$ cat src/rtl/sw_char_feeder.sv
// Character source for the core's switch bus: FIFO-buffered bytes are presented
// one at a time using a valid/seq flag pair, acknowledged by a toggle on LEDG[0].
module sw_char_feeder #(
    parameter int DEPTH      = 8,
    parameter int GAP_CYCLES = 2
) (
    input  logic                     i_clk,
    input  logic                     i_reset,
    input  logic                     i_wr_en,
    input  logic [7:0]               i_wr_data,
    output logic                     o_full,
    output logic [$clog2(DEPTH):0]   o_level,
    input  logic [31:0]              i_io_ledg,
    output logic [31:0]              o_io_sw,
    output logic [15:0]              o_sent_count
);
    // state   | meaning
    // IDLE    | nothing presented; pop the head when the FIFO has data
    // PRESENT | character held on the bus with valid=1, waiting for an ack toggle
    // GAP     | valid=0 hold-off of GAP_CYCLES cycles before the next character

    localparam int AW = $clog2(DEPTH);
    localparam int GW = (GAP_CYCLES > 1) ? $clog2(GAP_CYCLES) : 1;

    typedef enum logic [1:0] {IDLE, PRESENT, GAP} state_t;

    state_t          state;
    logic [7:0]      mem [DEPTH];
    logic [AW-1:0]   rd_ptr;
    logic [AW-1:0]   wr_ptr;
    logic [AW:0]     count;
    logic [GW-1:0]   gap_cnt;
    logic            ack_prev;
    logic            ack_evt;
    logic            full;
    logic            empty;
    logic            pop;
    logic            push_ok;
    logic [7:0]      sw_char;
    logic            sw_valid;
    logic            sw_seq;
    logic            overflow;
    logic [15:0]     sent_count;
    logic            unused_ledg;

    assign full    = (count == (AW+1)'(DEPTH));
    assign empty   = (count == '0);
    assign pop     = (state == IDLE) && !empty;
    assign push_ok = i_wr_en && (!full || pop);
    assign ack_evt = i_io_ledg[0] ^ ack_prev;

    assign unused_ledg  = ^i_io_ledg[31:1];
    assign o_full       = full;
    assign o_level      = count;
    assign o_io_sw      = {21'b0, overflow, sw_seq, sw_valid, sw_char};
    assign o_sent_count = sent_count;

    // Storage carries no reset; stale entries are unreachable once count is cleared.
    always_ff @(posedge i_clk) begin
        if (push_ok)
            mem[wr_ptr] <= i_wr_data;
    end

    always_ff @(posedge i_clk or posedge i_reset) begin
        if (i_reset) begin
            state      <= IDLE;
            rd_ptr     <= '0;
            wr_ptr     <= '0;
            count      <= '0;
            gap_cnt    <= '0;
            ack_prev   <= 1'b0;
            sw_char    <= 8'h00;
            sw_valid   <= 1'b0;
            sw_seq     <= 1'b0;
            overflow   <= 1'b0;
            sent_count <= 16'h0000;
        end else begin
            ack_prev <= i_io_ledg[0];

            if (push_ok)
                wr_ptr <= wr_ptr + 1'b1;
            if (pop)
                rd_ptr <= rd_ptr + 1'b1;

            case ({push_ok, pop})
                2'b10:   count <= count + 1'b1;
                2'b01:   count <= count - 1'b1;
                default: count <= count;
            endcase

            if (i_wr_en && full && !pop)
                overflow <= 1'b1;

            case (state)
                IDLE: begin
                    if (!empty) begin
                        sw_char  <= mem[rd_ptr];
                        sw_valid <= 1'b1;
                        sw_seq   <= ~sw_seq;
                        state    <= PRESENT;
                    end
                end
                PRESENT: begin
                    if (ack_evt) begin
                        sw_valid   <= 1'b0;
                        sent_count <= sent_count + 1'b1;
                        if (GAP_CYCLES > 0) begin
                            gap_cnt <= GW'(GAP_CYCLES - 1);
                            state   <= GAP;
                        end else begin
                            state <= IDLE;
                        end
                    end
                end
                GAP: begin
                    if (gap_cnt == '0)
                        state <= IDLE;
                    else
                        gap_cnt <= gap_cnt - 1'b1;
                end
                default: state <= IDLE;
            endcase
        end
    end
endmodule
$ cat config.mk
export PLATFORM = sky130hd
export DESIGN_NAME = sw_char_feeder
export DESIGN_NICKNAME = d
export VERILOG_FILES = /design/src/rtl/sw_char_feeder.sv
export SDC_FILE = /design/constraint.sdc
export NUM_CORES = 1
export LEC_CHECK = 0
export CORE_ASPECT_RATIO = 0.8
export CORE_MARGIN = 5
export CORE_UTILIZATION = 55
export DETAILED_ROUTE_END_ITERATION = 10
export PLACE_DENSITY = 0.95
export SETUP_SLACK_MARGIN = 0.5
export SKIP_LAST_GASP = 1
export SYNTH_ARGS = -nofsm -noshare
export SYNTH_HDL_FRONTEND = slang
export SYNTH_SLANG_ARGS = --single-unit
$ cat constraint.sdc
create_clock -name i_clk -period 6.6 [get_ports i_clk]
set_clock_uncertainty 0.2 [all_clocks]
set_input_delay 1.65 -clock i_clk [delete_from_list [all_inputs] [get_ports i_clk]]
set_output_delay 1.65 -clock i_clk [all_outputs]
set_load 0.01 [all_outputs]
==> reports/metrics.cfg <==
[outcome]
outcome = finished clean

[floorplan]
rows = 29
num_io_pins = 96
die_y_um = 90.80
start_util_pct = 56.48
core-area_um2 = 7946
dieArea_um2 = 10080
die_w_um = 111.0

[timing]
rsz0062_at_grt = false
worst_pin_slew_ns = 0.9146
hold_violations = 0
post-route-period-util_pct = 55.21
setup-violations-final = 0
fin_crit_ns = 3.644
finalWorstSetupSlack_ns = 2.956
setup-tns-final_ns = 0
drv_slew = 0
max-slew-margin-rel_pct = 38.47
fmax_mhz = 274.4

[worst_setup_path]
crit_type = reg -> out
worstPathCellList = nor4b_2, clkdlybuf4s50_1
slowest_stage = clkdlybuf4s50_1
worst_setup_path_start_kind = flip-flop
end_kind = primary output
worstPathRequired_ns = 4.75
arrival_ns = 1.79
crit_fanout = 7
critical-path-max-stage-delay_ns = 0.60

[routing]
wl_per_cell_um = 18.10
num_vias = 2613
final_antenna_net_count = 0
route.detailed.drc = 0
drt_pass1_iterations = 5
drt_wl_total_um = 8706
vias_per_cell = 5.432
drtIter0Drc = 248

[grt]
grt_pass1_vias = 2730
grt_max_degree = 42
overflow = 0
grt_antenna_before_repair = 0
grt_util_all_layers_pct = 18.23
grt_first_pass_wirelength_um = 14170

[yosys]
syn_inst = 321
yosysWarnings = 0
syn_avg_cell_area_um2 = 13.98
yosys_register_bits = 105
yosysSeqAreaShare_pct = 65.68
syn_area_um2 = 4488
synth.distinct_cells = 39

[power]
power_density_nw_per_um2 = 413.6
ir_worst_vdd_mv = 0.3161
leakagePower_nw = 2.017
pwr-share-seq_pct = 45.9
p_sw_mw = 0.7494
total_power_mw = 2.131
clockPowerShare_pct = 18.0
p_sw_share_pct = 35.16
p_int_mw = 1.382
p_comb_share_pct = 36.1

[clock_network]
cts_setup_buffers = 0
clkTransAtPathRegs_ns = 0.10
worstSkewPairLatency_ns = 0.37
clkSinkCount = 105
hold_buffers = 0
cts_resized = 0
clockBufferDepth = 2
cts-buffers-inserted = 9
cts_tree = done
cts_max_level = 3
cts-root-buf = clkbuf_8

[layout]
drive_gt1_share_pct = 8.579
antennaDiodeCount = 0
final_cell_mix = 64 x edfxtp_1, 43 x clkdlybuf4s50_1, 41 x dfrtp_1
syn_to_final_growth_pct = 14.83
fin_nets = 417
fin_area_um2 = 5154
final_common_cell = edfxtp_1

[run]
max_cap_violations = 0

[worst_hold_path]
hp-class = reg -> reg

[place]
pre_cts_ws_ns = 2.722
dpl.hpwl_um = 6018
dpl-instance-area_um2 = 4957
numPortBuffers = 43
routabilityCongestion = 0.7787

## synthesized netlist by cell type
cell type | n | area share [%]
a22oi_1 | 16 | 2.7
nand3b_1 | 3 | 0.50
mux2_2 | 4 | 1.0
a21oi_1 | 1 | 0.11
a21o_1 | 2 | 0.33
xnor2_2 | 1 | 0.36
or4_4 | 1 | 0.25
nor4b_2 | 1 | 0.33
buf_1 | 3 | 0.25
nor3b_1 | 1 | 0.17
o22ai_1 | 1 | 0.14
nand2b_1 | 2 | 0.28
mux2i_1 | 32 | 7.1
buf_4 | 24 | 4.0
nor3_1 | 2 | 0.22
xnor2_1 | 15 | 2.9
inv_1 | 12 | 1.0
nor2b_1 | 3 | 0.42
nor4_1 | 5 | 0.70
o21ai_0 | 10 | 1.1
nand4b_1 | 2 | 0.39
buf_2 | 5 | 0.56
a32oi_1 | 1 | 0.20
edfxtp_1 | 64 | 43
o21bai_1 | 1 | 0.17
nand3_1 | 12 | 1.3
xor2_1 | 11 | 2.1
nand4_1 | 3 | 0.42
conb_1 | 1 | 0.084
o21ai_1 | 1 | 0.11
dfrtp_1 | 41 | 23
nand2_1 | 15 | 1.3
and2_1 | 1 | 0.14
nor3_2 | 1 | 0.22
ha_1 | 6 | 1.7
and3_1 | 1 | 0.14
nor2_1 | 13 | 1.1
clkbuf_1 | 2 | 0.17
nand4_2 | 1 | 0.28
## cells by family (layout without fill, tap and decap cells)
family | Yosys count | after routing | share of synthesized area, %
and+or+nand+nor | 67 | 67 | 8.141
adders and majority gates | 6 | 6 | 1.673
buffers and inverters | 46 | 78 | 5.994
AOI/OAI and AO/OA | 33 | 33 | 4.851
other | 1 | 21 | 0.08356
muxes | 36 | 36 | 8.140
DFF | 105 | 105 | 65.68
xor gates and xnor gates | 27 | 27 | 5.436
## final timing paths
check                      slack [ns]  cells past startpoint             start                to
max                              2.96                      2        o_level[0]            o_full
min                              0.28                      1  o_sent_count[15]  o_sent_count[15]
max reg2reg                      3.93                     10        o_level[0]        o_level[2]
min reg2reg                      0.28                      1  o_sent_count[15]  o_sent_count[15]
max in group asynchronous        4.35                      3           i_reset        sw_char[5]
min in group asynchronous        1.50                      3           i_reset        sw_char[0]
## power by group through the flow
stage                     combinational, mW  clock, mW  sequential (mW)
final                                 0.769      0.383            0.979
after global routing                  0.847      0.413            0.999
after detailed placement              0.769          0            0.992
after global placement                0.732          0            0.976
after floorplan                       0.501          0            0.983
after CTS                             0.774      0.391            0.979
## layer usage
metal,routed length (µm),vias to the layer above,global-route usage [%]
met1,3394,1308,22.40
met5,0,-,0
met2,4637,82,32.02
met3,534,15,3.751
met4,140,0,6.462
li1,-,1208,-
## area by class of cell
class                   count  area (µm²)
flip-flops and latches    105        2948
fillers                   559        2793
multi-input cells         190        1346
repair buffers             50       483.0
clock buffers              10       148.9
well taps                 108       135.1
clock inverters             6       47.55
inverters                  12       45.04
## metrics by stage
step	utilization, %	hold slack, ns	cells
5_1_grt	64.86	0.2968	481
6_report	64.86	0.2753	481
3_3_place_gp	62.38	0.2542	465
4_1_cts	64.86	0.2820	481
3_5_place_dp	62.38	0.2640	465
2_1_floorplan	-	0.2428	341
## critical path, delay by kind of cell, from the launching register on
family | cells | cell delay (ns)
buffers and inverters | 1 | 0.60
flip-flops | 1 | 0.48
AND/OR/NAND/NOR | 1 | 0.35
## state kept, by name, indices dropped and copies added (netlist names), 2 cells and up
signal and count:
rd_ptr 3, sw_char 8, o_sent_count 16, state 2
wr_ptr 3, mem 64, o_level 4
Note: power is estimated with default switching activity, not from simulation.
==> RTL edit: new RTL, config.mk and constraints unchanged <==
The parameter `DEPTH` goes from 8 to 16.
--- a/src/rtl/sw_char_feeder.sv
+++ b/src/rtl/sw_char_feeder.sv
@@ -3,3 +3,3 @@
 module sw_char_feeder #(
-    parameter int DEPTH      = 8,
+    parameter int DEPTH      = 16,
     parameter int GAP_CYCLES = 2
Interface: changed (resized o_level); port bits go from 96 to 97. No check against the original RTL was run, so the function may have changed too.
==> RTL edit against the unedited design <==
- synthesized area increased by 58%
- sequential cell count increased by 67
- wire length increased by 60%
- critical path depth increased by 1
- sequential power increased by 54%
- non-clock buffer count unchanged
- first-iteration DRC count increased by 43%
- final area increased by 59%
- clock power increased to 2.6 times the old value
- synthesized cell count increased by 29%
- via count increased by 45%
- worst setup slack got worse by 0.48 ns
- power increased by 67%
- critical path type unchanged
==> RTL edit: results (changes against the unedited design) <==
[power_and_ir_drop]
vdd_ir_drop_max_mv = 0.203  ; was 0.316 mV
power_frac_seq = 0.425  ; was 0.459
p_per_area_nw_per_um2 = 434  ; was 414 nW/um^2
p_leak_nw = 2.89  ; was 2.02 nW
internal_power_mw = 2.43  ; was 1.38 mW
pwr-share-comb = 0.298  ; was 0.361

[place]
gp_congestion = 0.789  ; was 0.779
place_ws_ns = 2.21  ; was 2.72 ns
placed_area_um2 = 7590  ; was 4960 um^2
place_hpwl_um = 8950  ; was 6020 um
place_inst = 618  ; was 465
io_buffer_count = 44  ; was 43

[finish]
antenna-diode-count = 0  ; unchanged
largest_reg_flops = 128  ; was 64
final_util = 0.643  ; was 0.649
drive_above_1_share = 0.166  ; was 0.0858
final_nets = 512  ; was 417
fillers = 852  ; was 559

[critical_path]
ff2ff_setup_slack_ns = 3.71  ; was 3.93 ns
critPathLaunch = o_level[0]  ; unchanged
r2r_cells = 4  ; was 10
cp_data_arrival_time_ns = 2.27  ; was 1.79 ns
r2r_end = mem[1][5]  ; was o_level[2]
reg2reg_from = o_level[1]  ; was o_level[0]

[synth]
synth.area.top_cells = edfxtp_1 54%, dfrtp_1 16%, mux4_2 10%, xnor2_1 2.8%, buf_4 2.7%  ; was edfxtp_1 43%, dfrtp_1 23%, mux2i_1 7.1%, buf_4 4.0%, xnor2_1 2.9%
synthAdderAreaFrac = 0.0124  ; was 0.0167
async_flop_share = 0.256  ; was 0.390
synth_xor_area_frac = 0.0334  ; was 0.0544
ys_seq_area_frac = 0.698  ; was 0.657
synth_mux_area_frac = 0.129  ; was 0.0814
synth.distinct_cells = 44  ; was 39
synth_edf_count = 128  ; was 64
synth.avg_cell_area_um2 = 17.1  ; was 14.0 um^2
ys_top_cells_by_count = 128 x edfxtp_1, 44 x dfrtp_1, 32 x mux4_2  ; was 64 x edfxtp_1, 41 x dfrtp_1, 32 x mux2i_1

[global_route]
grt_pass1_wl_um = 21600  ; was 14200 um
met1_usage = 0.255  ; was 0.224
grtUsageTotal = 0.194  ; was 0.182
grtUsageMet3 = 0.0492  ; was 0.0375
use_met2 = 0.310  ; was 0.320
grt_pass1_vias = 3894  ; was 2730
grt_max_degree = 45  ; was 42

[timing]
whs_ns = 0.271  ; was 0.275 ns
post-route-worst-setup-slack_ns = 2.48  ; was 2.96 ns
finalHoldViolations = 0  ; unchanged
slew_headroom = 0.189  ; was 0.385

[outcome]
status = finished, final reports clean  ; unchanged

[cts]
clock_latency_ns = 0.42  ; was 0.37 ns
cts_htree_levels = 4  ; was 3
cts-root-buf = clkbuf_16  ; was clkbuf_8
cts_buffers = 17  ; was 9
clk_pin_slew_worst_paths_ns = 0.06  ; was 0.10 ns

[worst_hold_path]
min_to = overflow  ; was o_sent_count[15]
hold_start = overflow  ; was o_sent_count[15]
hp-class = flip-flop to flip-flop  ; unchanged

[routing]
wire_per_inst_um = 21.5  ; was 18.1 um
drt_iter0_drc = 354  ; was 248
viasPerCell = 5.84  ; was 5.43
wl_met2_um = 7100  ; was 4640 um
m1WireLength_um = 5460  ; was 3390 um
route.met3.wl_um = 997  ; was 534 um

==> RTL edit: cell count changes after synthesis, sizes merged, moves of 5 or more <==
| cell | delta |
|---|---|
| edfxtp | +64 |
| mux4 | +32 |
| nor2 | +5 |
| nor3 | +5 |
| xnor2 | +7 |
| nand2 | +14 |
| o21ai | -7 |
| a22oi | -16 |
| mux2i | -15 |
| inv | -8 |
| o221ai | +8 |
| xor2 | -7 |
| and3 | +5 |
==> RTL edit: final cells by class <==
cell class,count,area share
sequential,172,0.604
clock buffer,18,0.0524
clock inverter,14,0.0197
inverter,5,0.00229
tap,175,0.0268
timing repair buffer,50,0.0593
multi-input combinational,216,0.235
==> RTL edit: cell families after synthesis <==
family / after synthesis
flops: 172
mux: 51
compound gates: 24
buf+inv: 46
xor+xnor: 27
other cells: 1
simple gates: 86
fa+ha+maj: 7
==> RTL edit: critical path, stage by stage, from the launching register on <==
cell and delay, ns:
dfrtp_1 0.45, or4_1 0.67, nor2_1 0.18, clkdlybuf4s50_1 0.56
